$ cat src/rtl/net_batch_sequencer_if.sv
`default_nettype none
`timescale 1ns/1ps
// +----------------------------------------------------------------------+
// | net_batch_sequencer_if : Avalon-MM slave CSR bus for the sequencer    |
// | Revision 1.0                                                         |
// +----------------------------------------------------------------------+
interface net_batch_sequencer_if;
  logic [3:0]  avs_s0_address;
  logic        avs_s0_read;
  logic        avs_s0_write;
  logic [31:0] avs_s0_readdata;
  logic [31:0] avs_s0_writedata;

  modport master (
    output avs_s0_address, avs_s0_read, avs_s0_write, avs_s0_writedata,
    input  avs_s0_readdata
  );

  modport slave (
    input  avs_s0_address, avs_s0_read, avs_s0_write, avs_s0_writedata,
    output avs_s0_readdata
  );
endinterface
`default_nettype wire

$ cat src/rtl/net_batch_sequencer.sv
`default_nettype none
`timescale 1ns/1ps
// +----------------------------------------------------------------------+
// | net_batch_sequencer : queued batch front/back end for runNetwork      |
// | Revision 1.0                                                         |
// +----------------------------------------------------------------------+
module net_batch_sequencer #(
  parameter int DEPTH   = 16,
  parameter int NET_LAT = 1
) (
  input  wire logic               clk,
  input  wire logic               reset,
  net_batch_sequencer_if.slave    avs,
  output logic [63:0]             net_in,
  input  wire logic [31:0]        net_out,
  output logic                    irq
);

  localparam int PW = $clog2(DEPTH);
  localparam int CW = PW + 1;
  localparam int WW = (NET_LAT > 1) ? $clog2(NET_LAT) : 1;
  localparam logic [CW-1:0] c_FULL = CW'(DEPTH);
  localparam logic [1:0] c_IDLE  = 2'd0;
  localparam logic [1:0] c_ISSUE = 2'd1;
  localparam logic [1:0] c_WAIT  = 2'd2;

  logic [63:0]   r_in_mem [DEPTH];
  logic [31:0]   r_out_mem [DEPTH];
  logic [PW-1:0] r_in_wp, r_in_rp, r_out_wp, r_out_rp;
  logic [CW-1:0] r_in_cnt, r_out_cnt;
  logic [31:0]   r_a_stage;
  logic [63:0]   r_net_in;
  logic [1:0]    r_state;
  logic [WW-1:0] r_wcnt;
  logic          r_run, r_done, r_in_ovf, r_out_udf, r_irq_en;

  logic w_push_req, w_rd_res, w_wr_stat, w_wr_ctrl, w_clear, w_start;
  logic w_in_full, w_in_push, w_in_pop, w_out_empty, w_out_pop, w_out_push;
  logic w_more, w_room_idle, w_room_wait, w_finish;
  logic [31:0] w_stat;

  assign w_push_req = avs.avs_s0_write & (avs.avs_s0_address == 4'd1);
  assign w_rd_res   = avs.avs_s0_read  & (avs.avs_s0_address == 4'd2);
  assign w_wr_stat  = avs.avs_s0_write & (avs.avs_s0_address == 4'd3);
  assign w_wr_ctrl  = avs.avs_s0_write & (avs.avs_s0_address == 4'd4);
  assign w_clear    = w_wr_ctrl & avs.avs_s0_writedata[1];
  assign w_start    = w_wr_ctrl & avs.avs_s0_writedata[0] & ~avs.avs_s0_writedata[1] & ~r_run;

  assign w_in_full   = (r_in_cnt == c_FULL);
  assign w_in_push   = w_push_req & ~w_in_full;
  assign w_in_pop    = (r_state == c_ISSUE);
  assign w_out_empty = (r_out_cnt == '0);
  assign w_out_pop   = w_rd_res & ~w_out_empty;
  assign w_out_push  = (r_state == c_WAIT) & (r_wcnt == '0);

  // Room checks ignore a same-cycle host pop; WAIT also reserves the slot it is filling now.
  assign w_more      = r_run & (r_in_cnt != '0);
  assign w_room_idle = (r_out_cnt != c_FULL);
  assign w_room_wait = (r_out_cnt < (c_FULL - CW'(1)));
  assign w_finish    = (r_state == c_IDLE) & r_run & (r_in_cnt == '0) & ~w_clear;

  always_ff @(posedge clk) begin
    if (w_in_push) r_in_mem[r_in_wp] <= {r_a_stage, avs.avs_s0_writedata};
    if (w_out_push) r_out_mem[r_out_wp] <= net_out;
  end

  always_ff @(posedge clk or negedge reset) begin
    if (!reset) begin
      r_in_wp   <= '0;
      r_in_rp   <= '0;
      r_in_cnt  <= '0;
      r_out_wp  <= '0;
      r_out_rp  <= '0;
      r_out_cnt <= '0;
    end else if (w_clear) begin
      r_in_wp   <= '0;
      r_in_rp   <= '0;
      r_in_cnt  <= '0;
      r_out_wp  <= '0;
      r_out_rp  <= '0;
      r_out_cnt <= '0;
    end else begin
      if (w_in_push)  r_in_wp  <= r_in_wp + PW'(1);
      if (w_in_pop)   r_in_rp  <= r_in_rp + PW'(1);
      if (w_out_push) r_out_wp <= r_out_wp + PW'(1);
      if (w_out_pop)  r_out_rp <= r_out_rp + PW'(1);
      case ({w_in_push, w_in_pop})
        2'b10:   r_in_cnt <= r_in_cnt + CW'(1);
        2'b01:   r_in_cnt <= r_in_cnt - CW'(1);
        default: r_in_cnt <= r_in_cnt;
      endcase
      case ({w_out_push, w_out_pop})
        2'b10:   r_out_cnt <= r_out_cnt + CW'(1);
        2'b01:   r_out_cnt <= r_out_cnt - CW'(1);
        default: r_out_cnt <= r_out_cnt;
      endcase
    end
  end

  always_ff @(posedge clk or negedge reset) begin
    if (!reset) begin
      r_state  <= c_IDLE;
      r_wcnt   <= '0;
      r_net_in <= '0;
    end else if (w_clear) begin
      r_state <= c_IDLE;
    end else begin
      case (r_state)
        c_IDLE: if (w_more && w_room_idle) r_state <= c_ISSUE;
        c_ISSUE: begin
          r_net_in <= r_in_mem[r_in_rp];
          r_wcnt   <= WW'(NET_LAT - 1);
          r_state  <= c_WAIT;
        end
        c_WAIT: begin
          if (r_wcnt != '0) r_wcnt <= r_wcnt - WW'(1);
          else r_state <= (w_more && w_room_wait) ? c_ISSUE : c_IDLE;
        end
        default: r_state <= c_IDLE;
      endcase
    end
  end

  always_ff @(posedge clk or negedge reset) begin
    if (!reset) begin
      r_a_stage <= '0;
      r_run     <= 1'b0;
      r_done    <= 1'b0;
      r_in_ovf  <= 1'b0;
      r_out_udf <= 1'b0;
      r_irq_en  <= 1'b0;
    end else begin
      if (avs.avs_s0_write && avs.avs_s0_address == 4'd0) r_a_stage <= avs.avs_s0_writedata;
      if (w_wr_ctrl) r_irq_en <= avs.avs_s0_writedata[2];

      if (w_clear || w_finish) r_run <= 1'b0;
      else if (w_start)        r_run <= 1'b1;

      // Events win over a coincident write-1-clear so none is lost.
      if (w_start)                                   r_done <= 1'b0;
      else if (w_finish)                             r_done <= 1'b1;
      else if (w_wr_stat && avs.avs_s0_writedata[17]) r_done <= 1'b0;

      if (w_push_req && w_in_full)                   r_in_ovf <= 1'b1;
      else if (w_wr_stat && avs.avs_s0_writedata[18]) r_in_ovf <= 1'b0;

      if (w_rd_res && w_out_empty)                   r_out_udf <= 1'b1;
      else if (w_wr_stat && avs.avs_s0_writedata[19]) r_out_udf <= 1'b0;
    end
  end

  assign w_stat = {12'd0, r_out_udf, r_in_ovf, r_done, r_run, 8'(r_out_cnt), 8'(r_in_cnt)};

  always_comb begin
    avs.avs_s0_readdata = 32'd0;
    if (avs.avs_s0_read) begin
      case (avs.avs_s0_address)
        4'd0:    avs.avs_s0_readdata = r_a_stage;
        4'd2:    avs.avs_s0_readdata = w_out_empty ? 32'd0 : r_out_mem[r_out_rp];
        4'd3:    avs.avs_s0_readdata = w_stat;
        4'd4:    avs.avs_s0_readdata = {29'd0, r_irq_en, 1'b0, r_run};
        default: avs.avs_s0_readdata = 32'd0;
      endcase
    end
  end

  assign net_in = r_net_in;
  assign irq    = r_done & r_irq_en;

endmodule
`default_nettype wire

$ cat src/flat_wrapper.sv
// flat-port wrapper written by rule: the top's interface ports become plain ports
module net_batch_sequencer_flat 
#(
  parameter int DEPTH   = 16,
  parameter int NET_LAT = 1
)
  (clk, reset, net_in, net_out, irq, avs_avs_s0_address, avs_avs_s0_read, avs_avs_s0_write, avs_avs_s0_writedata, avs_avs_s0_readdata);
  net_batch_sequencer_if avs_i ();
  input  wire logic clk;
  input  wire logic reset;
  output logic [63:0] net_in;
  input  wire logic [31:0] net_out;
  output logic irq;
  input wire logic [$bits(avs_i.avs_s0_address)-1:0] avs_avs_s0_address;
  input wire logic [$bits(avs_i.avs_s0_read)-1:0] avs_avs_s0_read;
  input wire logic [$bits(avs_i.avs_s0_write)-1:0] avs_avs_s0_write;
  input wire logic [$bits(avs_i.avs_s0_writedata)-1:0] avs_avs_s0_writedata;
  output wire logic [$bits(avs_i.avs_s0_readdata)-1:0] avs_avs_s0_readdata;
  assign avs_i.avs_s0_address = avs_avs_s0_address;
  assign avs_i.avs_s0_read = avs_avs_s0_read;
  assign avs_i.avs_s0_write = avs_avs_s0_write;
  assign avs_i.avs_s0_writedata = avs_avs_s0_writedata;
  assign avs_avs_s0_readdata = avs_i.avs_s0_readdata;
  net_batch_sequencer #(.DEPTH(DEPTH), .NET_LAT(NET_LAT)) u_core (.clk(clk), .reset(reset), .avs(avs_i), .net_in(net_in), .net_out(net_out), .irq(irq));
endmodule
$ cat config.mk
export PLATFORM = sky130hd
export DESIGN_NAME = net_batch_sequencer_flat
export DESIGN_NICKNAME = d
export VERILOG_FILES = /design/src/rtl/net_batch_sequencer_if.sv /design/src/rtl/net_batch_sequencer.sv /design/src/flat_wrapper.sv
export SDC_FILE = /design/constraint.sdc
export NUM_CORES = 2
export LEC_CHECK = 0
export BUFFER_PORTS_ARGS = -buffer_cell sky130_fd_sc_hd__buf_2
export CAP_MARGIN = 20
export CORE_UTILIZATION = 40
export CTS_BUF_LIST = sky130_fd_sc_hd__clkbuf_8
export DETAILED_ROUTE_END_ITERATION = 6
export SLEW_MARGIN = 20
export SYNTH_ARGS = -nofsm -noshare
export SYNTH_HDL_FRONTEND = slang
export SYNTH_SLANG_ARGS = --single-unit
$ cat constraint.sdc
create_clock -name clk -period 15.4 [get_ports clk]
set_input_delay 2.31 -clock clk [delete_from_list [all_inputs] [get_ports clk]]
set_output_delay 2.31 -clock clk [all_outputs]
set_load 0.02 [all_outputs]
==> impl_summary.md <==
Placed design
The setup slack after placement is 8.36 ns. The congestion estimate from routability-driven global placement came to 0.801. Buffers placed on the I/O ports in this run total 168. In this run, placement finished with an instance count of ~5000. After legalization and detailed placement, the total HPWL measured 85800 um.

Power and ir drop
The share of total power dissipated in the clock network is 0.310. The internal power consumption is 8.22 mW. The leakage power summed over all cells is 23.8 nW. Power spread over the standard cell area amounts to between 150 and 200 nW/um^2.

The total chip power is 11.6 mW. The switching power total is 3.34 mW. The fraction of power spent switching nets is 0.289. The power share of the sequential group is 0.483.

The largest vdd supply drop is 139 uV. The share of power burned in combinational logic is 0.206.

Timing
The top achievable clock speed is 142 MHz. The pin slew with the least headroom to its limit is 1.11 ns. The final clock skew is 0.0473 ns. Setup violations remaining at the end of the flow were counted as 0. The minimum clock period is ~7.0 ns.

The final worst setup slack is 8.37 ns. The final-report hold violation count is 0. The worst pin sits at a relative slew slack of 0.259.

The total negative setup slack is 0 ns. The max-slew violation total from the final report is 0. The portion of the clock cycle consumed by the worst path in the final layout is 0.456. Setup repair after global routing left no endpoint under its margin.

Synth
The Yosys step of the flow raised 0 warnings. The number of nets produced by synthesis is 2958. The cell type with the highest aggregate area in the netlist is sky130_fd_sc_hd__edfxtp_1. The instance count of the mapped netlist is between 2000 and 3000. In the synthesized netlist the dominant register cell turns out to be sky130_fd_sc_hd__edfxtp_1. The area of the mapped netlist is ~64000 sq um. The most frequent cell after synthesis is sky130_fd_sc_hd__edfxtp_1. The area share of the largest cell type after synthesis is 0.720.

The post-synthesis cell type count is 65. For this run, the register share of the synthesized area comes to 0.770. The proportion of synthesized flip-flops having asynchronous set or reset is 0.0775. The post-synthesis register bit count is 1665. Sorting the synthesized cells by area gives the leading types as sky130_fd_sc_hd__edfxtp_1 72%, sky130_fd_sc_hd__mux4_2 13%, sky130_fd_sc_hd__dfrtp_1 5.0%, sky130_fd_sc_hd__mux2i_1 2.6%, sky130_fd_sc_hd__mux2_2 1.0%. The synthesized area per cell is 22.3 sq um. Yosys mapped a number of flops with a built-in enable equal to 1536. Counting instances in the post-synthesis netlist gives the leading cell types as 1536 x sky130_fd_sc_hd__edfxtp_1, 384 x sky130_fd_sc_hd__mux4_2, 169 x sky130_fd_sc_hd__mux2i_1.

Detailed routing
Wires add up to 156000 um. In the routed design, unresolved DRC markers number 0. The routed layout has 30925 vias. The antenna violation net count after detailed routing is 0. After detailed routing, the number of vias per cell comes to 5.61. The first TritonRoute pass finished after 5 iterations. After the first detailed-routing iteration, the DRC count stood at 2676. Dividing the detail-routed wire length by the instance count gives 28.3 um.

Critical path
The largest fanout of any net on the critical path is 32. The launching instance or port of the critical path is avs_avs_s0_address[1]. The worst flop-to-flop path endpoint is u_core.net_in[6]. The type of the setup path with the least slack is primary input to output pin. The required time at the worst-slack endpoint is 13.09 ns. The logic depth of the worst register-to-register path is 6. Following the worst setup path forward leads to its endpoint at avs_avs_s0_readdata[31]. The data arrival time of the critical path is 4.72 ns. The type of element launching the critical path is a primary input. The worst register-to-register path begins at u_core.r_in_rp[2]. The sort of element at the end of the critical path is an output pin.

In this run the register-to-register setup slack is about 11 ns.

CTS
The buffers inserted during post-CTS setup optimization is 0. After clock tree synthesis, the clock-pin slew on the worst setup and hold paths is 0.06 ns. The number of gates given a new drive strength after cts is 0. The total number of clock tree sinks is 1665. The number of buffers added to fix hold violations after cts is 0. The number of buffers on the longest clock path is 4. The buffer cell driving the clock tree root is sky130_fd_sc_hd__clkbuf_8. The TritonCTS clock tree is built. The H-tree depth is 5. At the later pin of the worst-skew pair, clock insertion delay measures between 0.9 and 1 ns.

TritonCTS created 285 clock buffers.

Die
For this design the top-level I/O count stands at 169. The area of the die is 162000 sq um. The starting density of the core is 0.404.

The horizontal die dimension is 402 um. The height of the chip is 402 um. The core region is between 150000 and 200000 sq um. Row generation in the floorplan step produced 146 rows.

GRT
The remaining global-route overflow is 0. Across every metal layer, demand over resource in global routing totals 0.194. The first-pass GRT wire length is 226000 um.

The initial antenna violation count was 17. The number of global-route vias before repair was 32355. Entering global routing, the biggest net connects 90 pins.

Worst hold path
The worst hold-check path type is flop to flop.

Status
The run finished with clean final reports.

Final layout
Relative to the synthesized area, the layout overhead comes to 13.3%. The filler cells instantiated in the layout total about 13000. The number of nets in the final layout is ~3300. Of the cells placed in the final design, the portion with a size suffix greater than 1 is 0.320. Excluding fillers, the count of instances in the completed layout stands at between 5000 and 6000.

Job
The tool flagged a number of max-cap violations equal to 0.
## cell families after synthesis
| logic type | after synthesis | share of synthesized area |
|---|---|---|
| AOI/OAI and AO/OA | 185 | 0.0229 |
| xor gates and xnor gates | 13 | 0.00178 |
| adders and majority gates | 16 | 0.00312 |
| buffers and inverters | 178 | 0.0137 |
| DFF | 1665 | 0.770 |
| muxes | 620 | 0.173 |
| and+or+nand+nor | 193 | 0.0156 |
## flip-flops by register name, summed over array words and instances (netlist names), 5 cells and up
| register | flops |
|---|---|
| u_core.r_in_mem | 1024 |
| u_core.net_in | 64 |
| u_core.r_a_stage | 32 |
| u_core.r_out_cnt | 5 |
| u_core.r_out_mem | 512 |
| u_core.r_in_cnt | 5 |
## worst min path at each step
| stage | slack, ns | startpoint | cells past startpoint | end |
|---|---|---|---|---|
| 5_1_grt | 0.51 | u_core.net_in[12] | 2 | u_core.net_in[12] |
| 6_report | 0.48 | u_core.net_in[34] | 2 | u_core.net_in[34] |
| 4_1_cts | 0.49 | u_core.net_in[34] | 2 | u_core.net_in[34] |
| 3_5_place_dp | 0.47 | u_core.net_in[34] | 2 | u_core.net_in[34] |
| 3_3_place_gp | 0.47 | u_core.net_in[18] | 2 | u_core.net_in[18] |
| 2_1_floorplan | 0.44 | u_core.r_out_udf | 2 | u_core.r_out_udf |
## worst max-delay path, cell delays in order
cell and delay (ns):
sky130_fd_sc_hd__buf_2 0.28, sky130_fd_sc_hd__nor3b_2 0.38, sky130_fd_sc_hd__o2111a_2 0.97, sky130_fd_sc_hd__a22oi_1 0.16
sky130_fd_sc_hd__o21ai_0 0.30, sky130_fd_sc_hd__buf_2 0.28
## cell type report
| type | count | area (sq um) | area share |
|---|---|---|---|
| Antenna cell | 6 | 15.0 | 0.000207 |
| Tap cell | 2072 | 2590 | 0.0357 |
| Inverter | 15 | 56.3 | 0.000776 |
| Multi-Input combinational cell | 1027 | 14000 | 0.193 |
| Clock buffer | 305 | 4200 | 0.0578 |
| Timing Repair Buffer | 249 | 1510 | 0.0208 |
| Sequential cell | 1665 | 49400 | 0.680 |
| Clock inverter | 170 | 821 | 0.0113 |
## power by group through the flow
| stage | Sequential (mW) | Combinational, mW | Clock [mW] |
|---|---|---|---|
| after detailed placement | 5.70 | 2.41 | 0 |
| after global routing | 5.62 | 2.57 | 3.87 |
| after floorplan | 5.55 | 1.72 | 0 |
| final | 5.59 | 2.39 | 3.59 |
| after global placement | 5.70 | 2.39 | 0 |
| after CTS | 5.61 | 2.41 | 3.69 |
## routing by layer
layer / up-vias / part of all wire / track usage
li1: 12838 / - / -
met1: 16654 / 0.44 / 0.276
met2: 1177 / 0.47 / 0.304
met3: 242 / 0.066 / 0.0376
met4: 14 / 0.020 / 0.0571
met5: - / 0.00059 / 0
## layout by cell type, fill, tap and decap left out, types with 6 or more instances in the layout
cell type / n
sky130_fd_sc_hd__edfxtp_1: 1536
sky130_fd_sc_hd__mux4_2: 384
sky130_fd_sc_hd__clkbuf_8: 305
sky130_fd_sc_hd__mux2i_1: 169
sky130_fd_sc_hd__buf_2: 167
sky130_fd_sc_hd__dfrtp_1: 123
sky130_fd_sc_hd__inv_1: 106
sky130_fd_sc_hd__nand2_1: 86
sky130_fd_sc_hd__buf_4: 78
sky130_fd_sc_hd__o221ai_1: 67
sky130_fd_sc_hd__mux2_2: 57
sky130_fd_sc_hd__clkinv_1: 47
sky130_fd_sc_hd__o21ai_1: 27
sky130_fd_sc_hd__a22oi_1: 20
sky130_fd_sc_hd__clkinv_2: 19
sky130_fd_sc_hd__a22oi_2: 16
sky130_fd_sc_hd__and2_2: 16
sky130_fd_sc_hd__nor2_1: 16
sky130_fd_sc_hd__ha_1: 16
sky130_fd_sc_hd__a21oi_1: 13
sky130_fd_sc_hd__xor2_1: 11
sky130_fd_sc_hd__o21ai_0: 11
sky130_fd_sc_hd__a2bb2oi_1: 10
sky130_fd_sc_hd__mux2_1: 10
sky130_fd_sc_hd__nor2_4: 8
sky130_fd_sc_hd__diode_2: 6
sky130_fd_sc_hd__nand3_1: 6
sky130_fd_sc_hd__clkinvlp_4: 6
sky130_fd_sc_hd__dfrtp_4: 6
## through the flow
| step | instance area [sq um] | util | hold slack, ns |
|---|---|---|---|
| floorplan | 64100 | - | 0.442 |
| global placement | 67500 | 0.425 | 0.467 |
| detailed placement | 67500 | 0.425 | 0.470 |
| CTS | 72600 | 0.457 | 0.488 |
| global route | 72600 | 0.457 | 0.511 |
| finish | 72600 | 0.457 | 0.481 |
Note: power is estimated with default switching activity, not from simulation.
